--- config.mk ---
export PLATFORM = sky130hd
export DESIGN_NAME = hs32_mem_arb
export DESIGN_NICKNAME = d
export VERILOG_FILES = /design/src/rtl/hs32_mem_pkg.sv /design/src/rtl/hs32_rr2.sv /design/src/rtl/hs32_mem_arb.sv
export SDC_FILE = /design/constraint.sdc
export NUM_CORES = 1
export LEC_CHECK = 0
export BUFFER_PORTS_ARGS = -buffer_cell sky130_fd_sc_hd__buf_2
export CAP_MARGIN = 30
export CORE_MARGIN = 10
export CORE_UTILIZATION = 32
export CTS_BUF_LIST = sky130_fd_sc_hd__clkbuf_4 sky130_fd_sc_hd__clkbuf_8
export CTS_CLUSTER_SIZE = 24
export DETAILED_ROUTE_END_ITERATION = 8
export PLACE_DENSITY = 0.65
export SETUP_SLACK_MARGIN = 0.05
export SKIP_CTS_REPAIR_TIMING = 1
export SLEW_MARGIN = 30
export SYNTH_ARGS = -nofsm -noshare
export SYNTH_HDL_FRONTEND = slang
export SYNTH_SLANG_ARGS = --single-unit
--- constraint.sdc ---
create_clock -name clk -period 1.5 [get_ports clk]
set_input_delay 0.225 -clock clk [delete_from_list [all_inputs] [get_ports clk]]
set_output_delay 0.225 -clock clk [all_outputs]
set_load 0.02 [all_outputs]
--- src/rtl/hs32_mem_pkg.sv ---
// Shared types and constants for the hs32 memory arbiter.
package hs32_mem_pkg;

    localparam int unsigned WORD = 32;
    localparam int unsigned CHW  = 1;

    typedef enum logic [1:0] {
        ST_IDLE = 2'd0,
        ST_BUSY = 2'd1,
        ST_RESP = 2'd2
    } state_e;

    typedef logic [CHW-1:0] chan_t;

    typedef struct packed {
        logic [WORD-1:0] addr;
        logic            we;
        logic [WORD-1:0] dout;
    } mem_cmd_t;

    // Word alignment clears the byte-lane bits when enabled.
    function automatic logic [WORD-1:0] align_addr(input logic [WORD-1:0] a, input logic en);
        return en ? {a[WORD-1:2], 2'b00} : a;
    endfunction

endpackage

--- src/rtl/hs32_rr2.sv ---
// Two-way round-robin picker: with both requesting, the channel that was not served last wins.
module hs32_rr2
    import hs32_mem_pkg::*;
(
    input  logic [1:0] req,
    input  chan_t      last,
    output chan_t      gnt,
    output logic       valid
);

    // Pick a channel from the current requests and the last grant.
    always_comb begin
        valid = |req;
        gnt   = '0;
        if (req == 2'b11) begin
            gnt = ~last;
        end else if (req[1]) begin
            gnt = 1'b1;
        end
    end

endmodule

--- src/rtl/hs32_mem_arb.sv ---
// hs32 memory arbiter: two requesters share one downstream memory port, one
// transaction in flight, with a timeout that returns an error response.
module hs32_mem_arb
    import hs32_mem_pkg::*;
#(
    parameter int unsigned TIMEOUT = 255,
    parameter int unsigned TW      = 8,
    parameter logic        ALIGN   = 1'b1
) (
    input  logic            clk,
    input  logic            reset,
    input  logic [WORD-1:0] addr0,
    input  logic            rw0,
    input  logic [WORD-1:0] dtw0,
    input  logic            reqm0,
    output logic            ackm0,
    input  logic [WORD-1:0] addr1,
    input  logic            rw1,
    input  logic [WORD-1:0] dtw1,
    input  logic            reqm1,
    output logic            ackm1,
    output logic [WORD-1:0] dtr,
    output logic            err,
    output logic [WORD-1:0] mem_addr,
    output logic            mem_we,
    output logic [WORD-1:0] mem_dout,
    output logic            mem_req,
    input  logic [WORD-1:0] mem_din,
    input  logic            mem_ack
);

    localparam logic [TW-1:0] CNT_LAST = TW'(TIMEOUT - 1);

    state_e          state_q;
    chan_t           gnt_q;
    chan_t           last_q;
    logic [TW-1:0]   cnt_q;
    logic            ackm0_q;
    logic            ackm1_q;
    logic            err_q;
    logic [WORD-1:0] dtr_q;
    logic            mem_req_q;
    logic            mem_we_q;
    logic [WORD-1:0] mem_addr_q;
    logic [WORD-1:0] mem_dout_q;

    chan_t           pick_gnt;
    logic            pick_valid;
    mem_cmd_t        cmd_d;

    hs32_rr2 u_rr2 (
        .req   ({reqm1, reqm0}),
        .last  (last_q),
        .gnt   (pick_gnt),
        .valid (pick_valid)
    );

    // Select the command fields of the picked channel for latching.
    always_comb begin
        cmd_d = '0;
        if (pick_gnt == 1'b1) begin
            cmd_d.addr = align_addr(addr1, ALIGN);
            cmd_d.we   = rw1;
            cmd_d.dout = dtw1;
        end else begin
            cmd_d.addr = align_addr(addr0, ALIGN);
            cmd_d.we   = rw0;
            cmd_d.dout = dtw0;
        end
    end

    // Arbitration FSM with registered outputs and timeout counter.
    always_ff @(posedge clk) begin
        if (reset) begin
            state_q    <= ST_IDLE;
            gnt_q      <= '0;
            last_q     <= 1'b1;
            cnt_q      <= '0;
            ackm0_q    <= 1'b0;
            ackm1_q    <= 1'b0;
            err_q      <= 1'b0;
            dtr_q      <= '0;
            mem_req_q  <= 1'b0;
            mem_we_q   <= 1'b0;
            mem_addr_q <= '0;
            mem_dout_q <= '0;
        end else begin
            unique case (state_q)
                ST_IDLE: begin
                    if (pick_valid) begin
                        gnt_q      <= pick_gnt;
                        mem_addr_q <= cmd_d.addr;
                        mem_we_q   <= cmd_d.we;
                        mem_dout_q <= cmd_d.dout;
                        mem_req_q  <= 1'b1;
                        cnt_q      <= '0;
                        state_q    <= ST_BUSY;
                    end
                end
                ST_BUSY: begin
                    // Completion wins over a timeout landing in the same cycle.
                    if (mem_ack) begin
                        dtr_q     <= mem_we_q ? '0 : mem_din;
                        err_q     <= 1'b0;
                        mem_req_q <= 1'b0;
                        ackm0_q   <= (gnt_q == 1'b0);
                        ackm1_q   <= (gnt_q == 1'b1);
                        state_q   <= ST_RESP;
                    end else if (cnt_q == CNT_LAST) begin
                        dtr_q     <= '0;
                        err_q     <= 1'b1;
                        mem_req_q <= 1'b0;
                        ackm0_q   <= (gnt_q == 1'b0);
                        ackm1_q   <= (gnt_q == 1'b1);
                        state_q   <= ST_RESP;
                    end else begin
                        cnt_q <= cnt_q + TW'(1);
                    end
                end
                ST_RESP: begin
                    ackm0_q <= 1'b0;
                    ackm1_q <= 1'b0;
                    err_q   <= 1'b0;
                    last_q  <= gnt_q;
                    state_q <= ST_IDLE;
                end
                default: begin
                    state_q <= ST_IDLE;
                end
            endcase
        end
    end

    assign ackm0    = ackm0_q;
    assign ackm1    = ackm1_q;
    assign err      = err_q;
    assign dtr      = dtr_q;
    assign mem_req  = mem_req_q;
    assign mem_we   = mem_we_q;
    assign mem_addr = mem_addr_q;
    assign mem_dout = mem_dout_q;

endmodule
==> results.yml <==
routing:
  routed_via_density: 5.105
  ant_nets: 0
  finalWirelength_microns: 17620
  top_layer: "met5"
  wl_met2_microns: 8534
  wl_met1_microns: 7219
  wl_met3_microns: 1591
  drt-initial-drc-count: 262
  dr.pass1.iters: 4
  drc: 0
  wl_per_cell_microns: 19.36
  dr_total_vias: 4646
power:
  p_leak_nw: 3.254
  max-vdd-ir-drop_mv: 0.5470
  power.total_w: 0.007567
  power_density_nw_per_um2: 1080
synth:
  syn-instance-count: 446
  async_reset_ff_frac: 0
  netlist_area_sq_um: 4618
  synth.top_cell.area_share: 0.4812
  synth_largest_area_cell: "dfxtp_1"
  synth_cell_types: 43
  seq_area_frac_synth: 0.4812
  ys_seq_elements: 111
  synth-edff-count: 0
  synth_common_cells: "111 x dfxtp_1, 67 x nor2_1, 63 x a211oi_1, 63 x mux2i_1, 33 x a22o_1"
  synth_area_leaders: "dfxtp_1 48%, mux2i_1 14%, a211oi_1 10%, a22o_1 6.3%, nor2_1 5.4%"
  yosysMostFrequentCell: "dfxtp_1"
  ys_warn_count: 0
  syn_avg_cell_area_sq_um: 10.35
  ys.flop_type: "dfxtp_1"
min_path:
  min-delay-start: "mem_din[25]"
  min_path_type: "in -> reg"
sta:
  rsz0062_at_grt: "yes"
  clock_skew_ns: 0.02382
  fin_setup_tns_ns: -0.1711
  whs_ns: 0.04852
  finalCritPeriodShare: 1.015
  fmax_ghz: 0.6567
  finalSetupViolCount: 23
  worst_slack_ns: -0.02280
  finalMaxSlewViolations: 0
  fin_crit_ns: 1.523
  hold_viol: 0
grt:
  grt_pass1_vias: 4616
  overflow: 0
  antenna_found_initial: 2
  grt_max_degree: 62
  track_usage: 0.1473
  grt_pass1_wl_microns: 23860
setup_path:
  cp-start-kind: "flop"
  crit_chain: "inv_2 > ha_4 > and3_4 > a21o_1 > a21oi_4 > buf_12 > a32o_1"
  critPathRequiredTime_ns: 1.82
  critPathBufInv: 2
  r2r-start: "cnt_q[0]"
  cp-end-kind: "flop"
  critical_path_class: "reg -> reg"
  max_stage_delay_ns: 0.34
  crit_path_top_delay_cell: "dfxtp_2"
  crit_fanout: 34
  cp.arrival_ns: 1.84
  critPathTopFamily: "compound AO/OA/AOI/OAI gates"
  startpoint: "cnt_q[0]"
floorplanning:
  die_h_microns: 140.1
  dieArea_sq_um: 19640
  die_w_microns: 140.1
  initial_core_util: 0.3301
  floorplan.rows: 43
  ioPinCount: 268
  placeableCoreArea_sq_um: 13990
clock_tree:
  clk_pin_slew_ns: 0.10
  clk_path_buf_depth: 2
  cts_buffers: 9
  cts_root_buffer: "clkbuf_8"
  clock-sinks: 111
  cts_tree: "built"
  h-tree-depth: 3
  insertion_delay_ns: 0.39
placement:
  place_hpwl_microns: 12120
  dp_slack_ns: 0.001880
  port_buffers: 261
  placed_cells: 879
  place.gp.congestion: 0.8780
layout:
  fin_cells: 910
  final_layout_size_suffix_gt1_frac: 0.5021
  fin_nets: 893
  area_delta_synth_final_pct: 51.69
outcome:
  violations: "setup timing"
  status: "finished, violations left"
job:
  maxCapViolCount: 0
## registers in the layout, indices dropped and copies added, names as in the netlist
signal and count:
dtr 32, mem_dout 32, mem_addr 30, cnt_q 8
state_q 2, ackm0 1, ackm1 1, err 1
gnt_q 1, last_q 1, mem_req 1, mem_we 1
## path summary, 6_finish.rpt
path / endpoint / slack [ns] / cells after the start
worst max-delay path: ackm0 / -0.02 / 7
worst min-delay path: dtr[25] / 0.05 / 2
worst max register to register: ackm0 / -0.02 / 7
worst min register to register: dtr[1] / 0.49 / 1
## cells by family after synthesis
family          after synthesis  share of synthesized area
flops                       111                     0.4812
buf+inv                      43                    0.05961
compound gates              125                     0.2159
other cells                   1                  0.0008120
mux                          63                     0.1365
simple gates                101                     0.1005
fa+ha+maj                     2                   0.005418
## layout by cell type (no fill, tap or decap), types with 2 or more instances in the layout
cell type  instances
buf_6              8
o211ai_1           2
buf_2            261
a21oi_4            2
a32o_1             5
clkbuf_8           9
o21ai_0            4
a22o_1            33
mux2i_2           10
buf_4             13
buf_8              5
nand4_1            2
buf_12             8
dfxtp_2            5
a22oi_1            2
a21oi_1            2
a311oi_1           2
conb_1             2
clkbuf_16          7
inv_1              4
nand2_1            7
mux2i_4            5
nand3_1            7
a211oi_2           9
nor2_1            66
nor3_1             4
dfxtp_1          105
bufinv_16          4
a31oi_1            2
mux2i_1           48
a211oi_1          54
## layout make-up
type,count,area (sq um)
Antenna cell,1,2.502
Clock buffer,9,123.9
Clock inverter,7,143.9
Fill cell,1339,6983
Inverter,5,18.77
Multi-Input combinational cell,294,2327
Sequential cell,111,2232
Tap cell,180,225.2
Timing Repair Buffer,303,1932
## worst register-to-register path, stage by stage, from the launching register on
cell and delay (ns):
dfxtp_2 0.34, inv_2 0.05, ha_4 0.15, and3_4 0.18
a21o_1 0.19, a21oi_4 0.16, buf_12 0.21, a32o_1 0.18
## power by group
part	switching, W	internal (W)	total [W]
logic	0.00107	0.000841	0.00191
clock network	0.00104	0.00129	0.00233
registers	0.000134	0.00319	0.00333
## per-layer routing
| layer | vias to the layer above | track usage |
|---|---|---|
| met1 | 2179 | 0.1603 |
| met2 | 217 | 0.2465 |
| met5 | - | 0 |
| li1 | 2223 | - |
| met4 | 2 | 0.04783 |
| met3 | 25 | 0.07099 |
## per-stage QoR
| step | area, sq um | utilization |
|---|---|---|
| floorplan | 4641 | - |
| finish | 7005 | 0.5008 |
| global route | 7003 | 0.5006 |
| detailed placement | 6220 | 0.4446 |
| CTS | 6487 | 0.4638 |
| global placement | 6220 | 0.4446 |
(Power assumes the default switching activity.)
